===== src/rtl/seg7_capture_fifo_pkg.sv =====
// Shared 7-segment definitions: bus widths and the gfedcba pattern for each hex digit.
// Imported by the capture FIFO and its decoder.
package seg7_capture_fifo_pkg;
  localparam int SEG_W   = 7;
  localparam int DIGIT_W = 4;

  localparam logic [SEG_W-1:0] SEG_BLANK = 7'b0000000;
  localparam logic [SEG_W-1:0] SEG_0 = 7'b0111111;
  localparam logic [SEG_W-1:0] SEG_1 = 7'b0000110;
  localparam logic [SEG_W-1:0] SEG_2 = 7'b1011011;
  localparam logic [SEG_W-1:0] SEG_3 = 7'b1001111;
  localparam logic [SEG_W-1:0] SEG_4 = 7'b1100110;
  localparam logic [SEG_W-1:0] SEG_5 = 7'b1101101;
  localparam logic [SEG_W-1:0] SEG_6 = 7'b1111101;
  localparam logic [SEG_W-1:0] SEG_7 = 7'b0000111;
  localparam logic [SEG_W-1:0] SEG_8 = 7'b1111111;
  localparam logic [SEG_W-1:0] SEG_9 = 7'b1101111;
  localparam logic [SEG_W-1:0] SEG_A = 7'b1110111;
  localparam logic [SEG_W-1:0] SEG_B = 7'b1111100;
  localparam logic [SEG_W-1:0] SEG_C = 7'b0111001;
  localparam logic [SEG_W-1:0] SEG_D = 7'b1011110;
  localparam logic [SEG_W-1:0] SEG_E = 7'b1111001;
  localparam logic [SEG_W-1:0] SEG_F = 7'b1110001;
endpackage


===== src/rtl/seg7_capture_fifo_decode.sv =====
// Combinational 7-segment to hex decoder; hit is low for blank and any non-digit pattern.
module seg7_decode
  import seg7_capture_fifo_pkg::*;
(
  input  logic [SEG_W-1:0]   pattern,
  output logic               hit,
  output logic [DIGIT_W-1:0] digit
);
  always_comb begin
    hit   = 1'b1;
    digit = 4'h0;
    case (pattern)
      SEG_0:   digit = 4'h0;
      SEG_1:   digit = 4'h1;
      SEG_2:   digit = 4'h2;
      SEG_3:   digit = 4'h3;
      SEG_4:   digit = 4'h4;
      SEG_5:   digit = 4'h5;
      SEG_6:   digit = 4'h6;
      SEG_7:   digit = 4'h7;
      SEG_8:   digit = 4'h8;
      SEG_9:   digit = 4'h9;
      SEG_A:   digit = 4'hA;
      SEG_B:   digit = 4'hB;
      SEG_C:   digit = 4'hC;
      SEG_D:   digit = 4'hD;
      SEG_E:   digit = 4'hE;
      SEG_F:   digit = 4'hF;
      default: hit = 1'b0;
    endcase
  end
endmodule


===== src/rtl/seg7_capture_fifo.sv =====
// Samples a 7-segment bus, captures patterns that hold steady, decodes them and queues digits
// in a FWFT FIFO. Define SEG7_ERR_EN to add err_pulse/err_cnt reporting of invalid patterns.
module seg7_capture_fifo
  import seg7_capture_fifo_pkg::*;
#(
  parameter int STABLE_CYCLES = 4,
  parameter int DEPTH         = 8,
  localparam int CNT_W        = $clog2(DEPTH) + 1
) (
  input  logic               clk,
  input  logic               reset,
  input  logic [SEG_W-1:0]   segments,
  input  logic               out_ready,
  output logic               out_valid,
  output logic [DIGIT_W-1:0] out_digit,
  output logic [CNT_W-1:0]   level,
  output logic               full,
`ifdef SEG7_ERR_EN
  output logic               err_pulse,
  output logic [7:0]         err_cnt,
`endif
  output logic               overflow
);
  localparam int PTR_W = $clog2(DEPTH);
  localparam int STB_W = $clog2(STABLE_CYCLES + 1);

  logic [SEG_W-1:0]   s1_q, s2_q, last_q;
  logic [STB_W-1:0]   stb_q, stb_d;
  logic [PTR_W-1:0]   wr_ptr_q, rd_ptr_q;
  logic [CNT_W-1:0]   level_q, level_d;
  logic               overflow_q;
  logic [DIGIT_W-1:0] mem_q [DEPTH];

  logic               hit, capture, push_req, push_ok, pop, empty;
  logic [DIGIT_W-1:0] dec_digit;

  seg7_decode u_decode (
    .pattern (s2_q),
    .hit     (hit),
    .digit   (dec_digit)
  );

  // s1 != s2 means s2 changes at the coming edge, so the count restarts in step with it
  always_comb begin
    stb_d = stb_q;
    if (s1_q != s2_q)
      stb_d = '0;
    else if (stb_q != STB_W'(STABLE_CYCLES))
      stb_d = stb_q + 1'b1;
  end

  assign capture  = (stb_q == STB_W'(STABLE_CYCLES)) && (s2_q != last_q);
  assign push_req = capture && hit;
  assign empty    = (level_q == '0);
  assign full     = (level_q == CNT_W'(DEPTH));
  assign pop      = !empty && out_ready;
  // When full, a same-cycle pop frees the slot the push lands in
  assign push_ok  = push_req && (!full || pop);

  always_comb begin
    level_d = level_q;
    if (push_ok && !pop)
      level_d = level_q + 1'b1;
    else if (!push_ok && pop)
      level_d = level_q - 1'b1;
  end

  always_ff @(posedge clk or negedge reset) begin
    if (!reset) begin
      s1_q       <= SEG_BLANK;
      s2_q       <= SEG_BLANK;
      last_q     <= SEG_BLANK;
      stb_q      <= '0;
      wr_ptr_q   <= '0;
      rd_ptr_q   <= '0;
      level_q    <= '0;
      overflow_q <= 1'b0;
    end else begin
      s1_q    <= segments;
      s2_q    <= s1_q;
      stb_q   <= stb_d;
      level_q <= level_d;
      if (capture)
        last_q <= s2_q;
      if (push_ok)
        wr_ptr_q <= wr_ptr_q + 1'b1;
      if (pop)
        rd_ptr_q <= rd_ptr_q + 1'b1;
      if (push_req && !push_ok)
        overflow_q <= 1'b1;
    end
  end

  always_ff @(posedge clk) begin
    if (push_ok)
      mem_q[wr_ptr_q] <= dec_digit;
  end

  assign out_valid = !empty;
  assign out_digit = empty ? '0 : mem_q[rd_ptr_q];
  assign level     = level_q;
  assign overflow  = overflow_q;

`ifdef SEG7_ERR_EN
  logic [7:0] err_cnt_q;

  assign err_pulse = capture && !hit && (s2_q != SEG_BLANK);

  always_ff @(posedge clk or negedge reset) begin
    if (!reset)
      err_cnt_q <= '0;
    else if (err_pulse && (err_cnt_q != 8'hFF))
      err_cnt_q <= err_cnt_q + 1'b1;
  end

  assign err_cnt = err_cnt_q;
`endif
endmodule


===== config.mk =====
export PLATFORM = sky130hd
export DESIGN_NAME = seg7_capture_fifo
export DESIGN_NICKNAME = d
export VERILOG_FILES = /design/src/rtl/seg7_capture_fifo_pkg.sv /design/src/rtl/seg7_capture_fifo_decode.sv /design/src/rtl/seg7_capture_fifo.sv
export SDC_FILE = /design/constraint.sdc
export NUM_CORES = 1
export LEC_CHECK = 0
export BUFFER_PORTS_ARGS = -buffer_cell sky130_fd_sc_hd__buf_2
export CAP_MARGIN = 25
export CORE_UTILIZATION = 40
export DETAILED_ROUTE_END_ITERATION = 10
export SLEW_MARGIN = 5
export SYNTH_ARGS = -nofsm -noshare
export SYNTH_HDL_FRONTEND = slang
export SYNTH_HIERARCHICAL = 1
export SYNTH_SLANG_ARGS = --single-unit
export TNS_END_PERCENT = 5

===== constraint.sdc =====
create_clock -name clk -period 6.53 [get_ports clk]
set_input_delay 1.306 -clock clk [delete_from_list [all_inputs] [get_ports clk]]
set_output_delay 1.306 -clock clk [all_outputs]
set_load 0.03 [all_outputs]

==> flow_results.org, run 1 <==
** Placed design
- Setup WS pre-CTS :: 2980 ps
- At the end of routability-driven placement, the weighted congestion stood at 0.833.
- Cell count after placement :: 340
- Buffers placed on the I/O ports in this run total 20.
- Detailed-placement wirelength estimate :: 3.75 mm

** Synthesis
- Flop and latch count out of synthesis :: 67
- Ys Warns :: 6
- Synthesis instantiated 43 different standard cells from the library.
- Among all flip-flop cells after synthesis, the most frequent one is dfrtp_1.
- Sequential area share after synthesis :: 0.587
- Share of async-settable or async-resettable flops after synthesis :: 0.522
- Mean area per synthesized cell :: 13.5 µm²
- The synthesized design contains 32 enable-type register cells.
- Netlist Area Pre-Place :: 3130 µm²
- Counting every instance in the synthesized netlist gives 231.
- When the netlist entered floorplanning its net count stood at 249.

** Power and ir drop
- Of the total power, the share spent switching nets is 0.229.
- Static leakage :: 1.31 nW
- The share of total power dissipated in the clock network is 0.374.
- Power share of the sequential group :: 0.594
- Internal power comes to 0.593 mW.
- Total Power Consumption :: 0.769 mW
- Combinational fraction of design power :: 0.031
- For this design the total switching power over the nets is 0.176 mW.
- Maximum VDD drop :: 0.106 mV
- Dividing total power by cell area gives a power density of 223 nW/µm².

** Final layout
- Final standard cell count with taps included and fillers excluded :: 356
- Antenna cell count :: 0
- The filler cells instantiated in the layout total 693.
- Layout net count :: 270
- Proportion of layout cells with a drive suffix above 1 :: 0.222
- Area growth from synthesis to layout :: 10.2%

** Critical path
- The worst register-to-register path ends at level[3].
- Top delay family on crit path :: simple AND/OR/NAND/NOR gates
- Cell breakdown of the critical path :: or3b_1, o21ai_1, nor3b_2, nand4b_1, nand3_1, a41oi_1, and2_4, ha_1, inv_1, ha_1, a21o_1, a21oi_1, xnor2_1, nor2_1, xor2_1
- Delay of the slowest critical-path stage :: 660 ps
- Worst setup SP type :: flop
- Required time of the critical path :: 6760 ps
- On the critical path, the stage with the largest delay is an instance of dfrtp_1.
- Classification of the worst setup path :: flop to flop
- Dominant cell type by count on the critical path :: ha_1
- In this run the worst path has a maximum fanout of 16.
- Arrival time reported for the critical path endpoint :: 3780 ps
- In this run the critical register-to-register path is launched from s2_q[4].
- The worst setup path is captured at a flop.
- Register-to-register path setup slack :: 2980 ps
- Buffer and inverter count on the worst path :: 1
- Worst Reg2Reg Path Length in Cells :: 15

** STA
- Final worst path period need :: 3550 ps
- Post-route clock skew :: 11.3 ps
- Final total negative setup slack :: 0 ps
- Endpoints failing hold :: 0
- Fin. max-slew vios :: 0
- For the pin with the worst max-slew slack, the measured transition is 783 ps.
- Headroom to the max-slew limit :: 0.478
- In the finished design, the share of the clock period the worst path needs comes to 0.544.
- For this run, the top clock speed supported by timing is 282 MHz.
- Worst hold-check slack :: 395 ps
- Final number of setup-violating endpoints :: 0
- Fin worst setup slack :: 2980 ps
- Unrepaired setup endpoints after global routing :: false

** Min path
- Worst hold stages :: 0
- Worst Hold Launch :: s1_q[5]
- Classification of the worst-slack hold path :: flop to flop
- Sink of the worst hold path :: s2_q[5]

** Floorplan
- From left edge to right edge, the die measures 90.4 µm.
- The total area inside the core boundary comes to 7410 µm².
- Pin placement for this block handled 21 I/O pins.
- Count of standard-cell rows :: 31
- Die Y :: 90.4 µm
- Full die area :: 8170 µm²
- For this configuration, the core starts out at a cell density of 0.422.

** CTS
- Maximum count of clock buffers along a single path :: 2
- Root buffer cell :: clkbuf_8
- Clock tree synthesis inserted a total of 9 buffers.
- TritonCTS built the clock tree.
- The clock tree synthesis step divided the H-tree into 3 levels.
- Clock insertion delay at the later pin of the skew report :: 340 ps
- Post-CTS setup-driven buffer insertion count :: 0
- Gates resized, CTS repair :: 0
- Clk pin slew, worst setup/hold paths :: 70 ps
- The clock drives 67 sinks.
- Buffers inserted to repair hold after CTS numbered 0.

** Detailed routing
- The first detailed-routing pass took 4 iterations.
- Using the TritonRoute via totals, the vias-per-cell ratio works out to 5.12.
- For this block, the routed nets add up to 5.50 mm of wire.
- Once detail routing completed, the nets flagged for antenna violations numbered 0.
- Count of unresolved DRC violations after routing :: 0
- Detailed routing inserted a total of 1822 vias.
- Per-cell routed wire length :: 15.4 µm
- The detailed router finished its first iteration with 57 violations.

** Global routing
- Maximum number of pins on one net before global-route repair :: 36
- Initial antenna violation count :: 0
- Global routing finished with a remaining overflow of 0.
- Gr usage total :: 0.147
- Global-route wire length before repair :: 9.07 mm
- The via count of the first global-routing pass came to 1825.

** Run status
- Status :: complete, no violations

** Flow run
- Max Cap Viol :: 0
-- kinds of logic (layout without fill, tap and decap cells) --
family	Yosys count	in the layout	share of synthesized area
flops	67	67	0.587
buf+inv	17	43	0.0296
simple gates	71	71	0.132
compound gates	23	23	0.0444
mux	22	22	0.108
fa+ha+maj	8	8	0.0344
xor+xnor	23	23	0.0644
-- worst max-delay path by stage --
stage	start	cells past startpoint	slack (ps)	end
after floorplan	level[0]	11	3030	level[3]
after global placement	s2_q[4]	15	3120	level[3]
after detailed placement	s2_q[4]	15	2980	level[3]
after CTS	s2_q[4]	15	2950	level[3]
after global routing	s2_q[4]	15	2690	level[3]
final	s2_q[4]	15	2980	level[3]
-- layer usage --
metal / share of wire / wire [µm] / global-route usage / vias up
met5: 0 / 0 / 0 / -
met4: 0.017 / 93 / 0.0565 / 0
met3: 0.040 / 220 / 0.0480 / 7
met2: 0.48 / 2660 / 0.237 / 36
met1: 0.46 / 2530 / 0.185 / 897
li1: - / - / - / 882
-- flip-flops by register name (all words and copies together) (netlist names) --
name      count
mem_q        32
last_q        7
s1_q          7
s2_q          7
level         4
rd_ptr_q      3
stb_q         3
wr_ptr_q      3
overflow      1
-- cells in the final DEF, fill, tap and decap left out, types with 3 or more instances in the layout --
cell type and n:
a21oi_1 7, buf_2 20, clkbuf_8 9, clkinv_2 3
dfrtp_1 35, edfxtp_1 32, ha_1 7, inv_1 7
mux2_2 9, mux2i_1 4, mux4_2 8, nand2_1 11
nand2b_1 6, nand3_1 9, nor2_1 16, nor3_1 3
nor4_1 5, o21ai_0 5, or3b_1 3, xnor2_1 13
xor2_1 10
-- synth_stat cells, types with 2 or more instances --
master / instances / area share
dfrtp_1: 35 / 0.28
edfxtp_1: 32 / 0.31
nor2_1: 16 / 0.019
xnor2_1: 13 / 0.036
nand2_1: 11 / 0.013
xor2_1: 10 / 0.028
mux2_2: 9 / 0.032
nand3_1: 9 / 0.014
mux4_2: 8 / 0.058
a21oi_1: 7 / 0.011
ha_1: 7 / 0.028
inv_1: 7 / 0.0084
nand2b_1: 6 / 0.012
buf_2: 5 / 0.0080
nor4_1: 5 / 0.010
o21ai_0: 5 / 0.0080
mux2i_1: 4 / 0.013
buf_6: 3 / 0.011
nor3_1: 3 / 0.0048
or3b_1: 3 / 0.0084
a21o_1: 2 / 0.0048
a31oi_1: 2 / 0.0040
clkbuf_1: 2 / 0.0024
nand3b_1: 2 / 0.0048
nand4b_1: 2 / 0.0056
nand4bb_1: 2 / 0.0072
nor3b_1: 2 / 0.0048
nor4b_1: 2 / 0.0056
o211ai_1: 2 / 0.0048
o21ai_1: 2 / 0.0032
-- per-stage QoR --
step,cell area [µm²],utilization
2_1_floorplan,3130,-
3_3_place_gp,3280,0.443
3_5_place_dp,3280,0.443
4_1_cts,3440,0.465
5_1_grt,3440,0.465
6_report,3440,0.465
-- power by group through the flow --
stage / Clock [mW] / Combinational [mW] / Sequential [mW]
3_5_place_dp: 0 / 0.0246 / 0.466
2_1_floorplan: 0 / 0.0210 / 0.459
6_report: 0.288 / 0.0242 / 0.457
4_1_cts: 0.296 / 0.0249 / 0.457
3_3_place_gp: 0 / 0.0243 / 0.465
5_1_grt: 0.315 / 0.0275 / 0.458
-- area by class of cell --
class	instances	area, µm²	area share
clock buffers	11	131	0.0381
clock inverters	5	28.8	0.00835
inverters	7	26.3	0.00763
multi-input cells	147	1200	0.348
flip-flops and latches	67	1840	0.533
well taps	99	124	0.0360
repair buffers	20	100	0.0291
No activity file was read; power rests on OpenSTA's default activity.
==> inputs of run 2 (changes only) <==
- clock period: 6.53 -> 3.6 ns (I/O delays scaled with it)
==> run 2 against run 1 <==
Non-clock buffer count is 8 higher. Via count up 2.3%. Worst hold slack got worse by 0.97 ps. Highest routed layer unchanged. Utilization is 0.83 points higher.
==> flow_results.org, run 2 (synthesis results as in run 1) <==
** CTS
- Clock insertion delay at the later pin of the skew report :: 330 ps
- Clock tree synthesis found a total of 67 sinks.
- Root buffer cell :: clkbuf_8
- Maximum count of clock buffers along a single path :: 2
- Total of hold buffers inserted after clock tree synthesis :: 0
- The H-tree generated during clock tree synthesis spans 3 levels.
- TritonCTS clock tree :: done
- Gates resized, CTS repair :: 0
- Clock tree synthesis inserted a total of 9 buffers.
- Clk pin slew, worst setup/hold paths :: 70 ps
- Post-CTS setup-driven buffer insertion count :: 0

** STA
- Max Clk Rate :: 309 MHz
- Worst-margin pin slew :: 758 ps
- Unrepaired setup endpoints after global routing :: false
- The worst path needs 3240 ps of the cycle, external delays included.
- Final number of setup-violating endpoints :: 0
- Final total negative setup slack :: 0 ps
- Headroom to the max-slew limit :: 0.495
- The number of slew-limit violations in the final report came to 0.
- Dividing the final minimum period by the clock period gives 0.900.
- Endpoints failing hold :: 0
- Post-route clock skew :: 7.74 ps

** Detailed routing
- Violation count after the first detailed-routing iteration :: 58
- In the final routed layout, each cell accounts on average for 14.4 µm.
- In the routed layout, each cell is associated on average with a via count of 5.12.
- The routed layout has 1864 vias.
- Number of search-and-repair iterations in the first detailed-routing pass :: 4
- Number of nets with antenna violations after detailed routing :: 0
- After detailed routing, the total wire length is 5.26 mm.
- In the routed design, unresolved DRC markers number 0.

** Critical path
- Required time of the critical path :: 3820 ps
- In this run the worst setup path begins at s2_q[1].
- Register-to-register path setup slack :: 360 ps
- Classification of the worst setup path :: flop to flop
- Worst setup SP type :: flop
- The most critical setup path has its endpoint at level[3].
- Worst Reg2Reg Path Length in Cells :: 15
- End of the worst register-to-register path :: level[3]
- Top fanout value on the critical path :: 15
- At the worst endpoint, the arrival time is 3460 ps.
- STA classifies the critical path endpoint as a flop.
- Reg2reg start :: s2_q[1]

** Global routing
- Entering global routing, the biggest net connects 36 pins.
- In the global route stage, overall resource usage came out at 0.144.
- Global route overflow :: 0
- The first global-routing pass estimated 8.96 mm of wire.
- Vias in the first global route :: 1821
- Initial antenna violation count :: 0

** Final layout
- The repair_antennas step left the layout with diodes totalling 0.
- The library cell used most frequently in the layout, excluding fill and tap cells, is dfrtp_1.
- In the final layout, the share of cells above drive strength 1 is 0.245.
- Once layout is complete, the utilization of the core stands at 0.473.
- Most used cells in the layout excluding fill and tap cells :: dfrtp_1, edfxtp_1, buf_2, nor2_1, xnor2_1
- Largest register FFs :: 32
- Area growth from synthesis to layout :: 12.1%
- More flip-flops sit in one register than any other, and that register is mem_q.
- The filler cells instantiated in the layout total 674.
- At the end of the flow, the number of nets in the layout was 278.

** Floorplan
- Full die area :: 8170 µm²
- The initialized floorplan defines 31 standard-cell rows.
- After floorplanning, the core was sized to cover 7410 µm².
- For this configuration, the core starts out at a cell density of 0.422.
- The die is 90.4 µm tall.
- During I/O placement, the number of pins put on the boundary was 21.
- In this run the horizontal extent of the chip is 90.4 µm.

** Power and ir drop
- Power per standard cell area :: 398 nW/µm²
- For this design the static power due to leakage is 1.35 nW.
- Internal cell power :: 1.08 mW
- The design draws 1.39 mW.
- Power share of the sequential group :: 0.590
- Total net switching power :: 0.315 mW
- Maximum VDD drop :: 0.196 mV
- Of the total power, the clock network draws 0.371.
- The share of total power dissipated in combinational logic is 0.039.
- Of the total power, the share spent switching nets is 0.226.

** Placed design
- Buffers added on ports :: 20
- Summed over all nets, the half-perimeter wirelength after detailed placement is 3.67 mm.
- Routability-driven placement finished with a final weighted congestion of 0.790.

** Flow run
- The tool flagged a number of max-cap violations equal to 0.

** Run status
- The flow ran to the end, and the final reports show no timing, DRC or antenna violations.

** Min path
- The tightest min-delay check is of the flop to flop type.
-- run 2: changes by cell type in the layout (fill, tap and decap cells not counted), sizes merged --
cell / previous run / this run
buf: 20 / 28
clkinvlp: 1 / 2
inv: 8 / 7
-- run 2: worst min path at each step --
stage | endpoint | from | cells after the start | slack, ps
2_1_floorplan | s2_q[0] | s1_q[0] | 0 | 370
4_1_cts | s2_q[4] | s1_q[4] | 0 | 400
6_report | s2_q[0] | s1_q[0] | 0 | 390
3_3_place_gp | s2_q[2] | s1_q[2] | 0 | 380
5_1_grt | s2_q[0] | s1_q[0] | 0 | 410
3_5_place_dp | s2_q[4] | s1_q[4] | 0 | 390
-- run 2: cell type report --
| class | count | area, µm² | share of cell area |
|---|---|---|---|
| tap | 99 | 124 | 0.0353 |
| clock buffer | 11 | 131 | 0.0375 |
| multi-input combinational | 147 | 1200 | 0.342 |
| clock inverter | 5 | 30.0 | 0.00857 |
| inverter | 7 | 26.3 | 0.00749 |
| sequential | 67 | 1840 | 0.524 |
| timing repair buffer | 28 | 160 | 0.0457 |
-- run 2: power by group through the flow --
stage	Clock (mW)	Combinational (mW)	Sequential, mW
after CTS	0.540	0.0553	0.823
after global routing	0.571	0.0614	0.825
after global placement	0	0.0554	0.839
final	0.517	0.0543	0.823
after floorplan	0	0.0380	0.833
after detailed placement	0	0.0550	0.839
-- run 2: through the flow --
step | instance area, µm² | worst slack (ps) | instances | hold slack (ps)
after floorplan | 3130 | 100 | 231 | 372
after global placement | 3340 | 458 | 348 | 380
after detailed placement | 3340 | 369 | 348 | 386
after CTS | 3510 | 355 | 364 | 402
after global routing | 3510 | 74.7 | 364 | 406
final | 3510 | 361 | 364 | 394
-- run 2: metal layers --
layer | global-route usage | wire length, µm | share of wire
met1 | 0.189 | 2500 | 0.48
met2 | 0.225 | 2550 | 0.49
met3 | 0.0328 | 154 | 0.029
met4 | 0.0726 | 47 | 0.0089
met5 | 0 | 0 | 0
-- run 2: worst max-delay path, cell delays in order (launching register included) --
cell and delay [ps]:
dfrtp_1 600, nand2b_1 150, nor4_1 380, a31oi_1 130, nand4b_1 140, nand3_1 80
a41oi_1 220, and2_4 210, ha_1 180, inv_1 90, ha_1 280, a21o_1 150
a21oi_1 160, xnor2_1 140, nor2_1 70, xor2_1 140
==> inputs of run 3 (changes only) <==
- GPL_TIMING_DRIVEN: default -> 0
==> run 3 against run 2 <==
Fmax fell by 5.4%. Global-route usage rose by 0.37 points. Sequential share of layout area fell by 0.90 points. Routed wire length rose by 5.0%. Critical path depth rose by 1. Worst hold slack improved by 0.70 ps. Final area rose by 1.7%.
==> flow_results.org, run 3 (synthesis results as in run 1) <==
** Detailed routing
- Dividing the detail-routed wire length by the instance count gives 15.1 µm.
- In the routed design, unresolved DRC markers number 0.
- The final layout contains routed wiring with a total length of 5.52 mm.
- Violation count after the first detailed-routing iteration :: 84
- Number of nets with antenna violations after detailed routing :: 0
- Total number of vias :: 1855
- Dividing the detail-routed via count by the number of cells gives 5.07.
- The first detailed-routing pass ran for 4 iterations.

** Final layout
- Measured on the finished design, the core utilization comes to 0.482.
- 0 antenna diodes ended up in the layout.
- Largest register FFs :: 32
- Excluding fillers, the count of instances in the completed layout stands at 366.
- Counting flops per register, the top entry is mem_q.
- Most used cells in the layout excluding fill and tap cells :: dfrtp_1, edfxtp_1, buf_2, nor2_1, xnor2_1
- Area growth from synthesis to layout :: 14.1%
- Proportion of layout cells with a drive suffix above 1 :: 0.262
- Most common cell after layout, fill and taps aside :: dfrtp_1
- At the end of the flow, the number of nets in the layout was 280.
- The finished cells cover 3570 µm².

** Placed design
- Setup WS pre-CTS :: 28.2 ps
- Area post-placement :: 3350 µm²
- Cell count after placement :: 350
- At the end of routability-driven placement, the weighted congestion stood at 0.807.
- Port buffering added 20 buffers.
- The HPWL after detailed placement is 3.71 mm.

** STA
- Based on the critical path, the design can be clocked at up to 292 MHz.
- The number of slew-limit violations in the final report came to 0.
- Measured against its own limit, the worst slew margin works out to 0.475.
- On the final layout, the worst clock skew is 12.5 ps.
- Final worst path period need :: 3420 ps
- Once routing completed, OpenROAD measured the worst setup slack at 177 ps.
- Final total negative setup slack :: 0 ps
- Endpoints failing hold :: 0
- Fin crit share :: 0.951
- Setup violations remaining at the end of the flow were counted as 0.
- At the pin with the least slew margin, the transition time is 780 ps.
- Across all hold checks on the routed design, the worst slack comes to 395 ps.

** Global routing
- The initial antenna violation count is 0.
- Summed over all layers, the global routing overflow is 0.
- Vias in the first global route :: 1859
- Global-route wire length before repair :: 9.16 mm
- Gr usage total :: 0.148
- Maximum number of pins on one net before global-route repair :: 36

** Critical path
- Classification of the worst setup path :: flop to flop
- For this run, the slowest stage of the critical path takes 480 ps.
- Dominant cell type by count on the critical path :: ha_1
- On the critical path, the stage with the largest delay is an instance of dfrtp_1.
- Cell breakdown of the critical path :: buf_6, or3b_1, o21ai_1, nor3b_2, nand4b_1, nand3_1, a41oi_4, and2_4, ha_1, inv_1, ha_1, a21o_1, a21oi_1, xnor2_1, nor2_1, xor2_1
- STA classifies the critical path startpoint as a flop.
- STA puts the critical path data arrival time at 3650 ps.
- In this run the worst path has a maximum fanout of 10.
- Sort of element at the end of the critical path :: flop
- Required time of the critical path :: 3830 ps

** Floorplan
- Full die area :: 8170 µm²
- Die Y :: 90.4 µm
- The initial utilization of the core area, before any placement, comes to 0.422.
- Measured along the x axis, the die boundary spans 90.4 µm.
- After floorplanning, the core was divided into 31 placement rows.
- I/O Pins :: 21
- In this run the standard cell core region covers 7410 µm².

** CTS
- TritonCTS clock tree :: done
- Clock insertion delay at the later pin of the skew report :: 340 ps
- Clk pin slew, worst setup/hold paths :: 80 ps
- Number of buffers added by the clock tree synthesis step :: 9
- For this design, the CTS-stage hold fixing added 0 buffers.
- After clock tree synthesis, the setup repair step added 0 buffers.
- The clock net in this run drives a total of 67 sinks.
- In this run the clock root is driven by a clkbuf_8.
- H-tree lvl count :: 3
- Gates resized, CTS repair :: 0
- Maximum count of clock buffers along a single path :: 2

** Power and ir drop
- Maximum VDD drop :: 0.241 mV
- Dividing total power by cell area gives a power density of 409 nW/µm².
- Summing internal, switching and leakage power gives 1.46 mW.
- The analysis attributes to cell leakage a power of 1.36 nW.

** Flow run
- Max Cap Viol :: 0

** Run status
- Status :: complete, no violations

** Min path
- The path class of the tightest hold or removal check is flop to flop.
## run 3: cell types whose count changed in the layout (fill, tap and decap cells not counted), sizes merged
cell | previous run | this run
inv | 7 | 10
clkbuf | 11 | 12
clkinv | 3 | 1
## run 3: layout make-up
type,instances,area [µm²]
plain buffers,10,66.3
flip-flops and latches,67,1840
repair buffers,20,100
fillers,656,3840
inverters,7,26.3
clock buffers,10,138
well taps,99,124
multi-input cells,147,1230
clock inverters,6,47.5
## run 3: worst paths after layout
check,start,to,slack (ps),depth (start not counted)
worst max-delay path,s2_q[1],level[3],180,16
worst min-delay path,s1_q[5],s2_q[5],400,0
worst max register to register,s2_q[1],level[3],180,16
worst min register to register,s1_q[5],s2_q[5],400,0
max in group asynchronous,reset,rd_ptr_q[1],2670,1
min in group asynchronous,reset,s1_q[6],440,1
## run 3: critical path, delay by kind of cell, from the launching register on
| kind | cells | cell delay, ps |
|---|---|---|
| fa+ha+maj | 2 | 460 |
| flops | 1 | 480 |
| compound gates | 4 | 710 |
| simple gates | 6 | 1110 |
| buf+inv | 2 | 270 |
| xor+xnor | 2 | 280 |
## run 3: report_power, final
part           internal [mW]  switching (mW)  leakage, nW
clock network          0.275           0.301       0.0898
logic                 0.0249          0.0372        0.589
registers              0.808          0.0114        0.685
## run 3: metal layers
layer	GRT usage	wire length [µm]	vias to the layer above
met5	0	0	-
met3	0.0463	178	7
met2	0.237	2750	43
li1	-	-	904
met1	0.185	2520	901
met4	0.0645	72	0
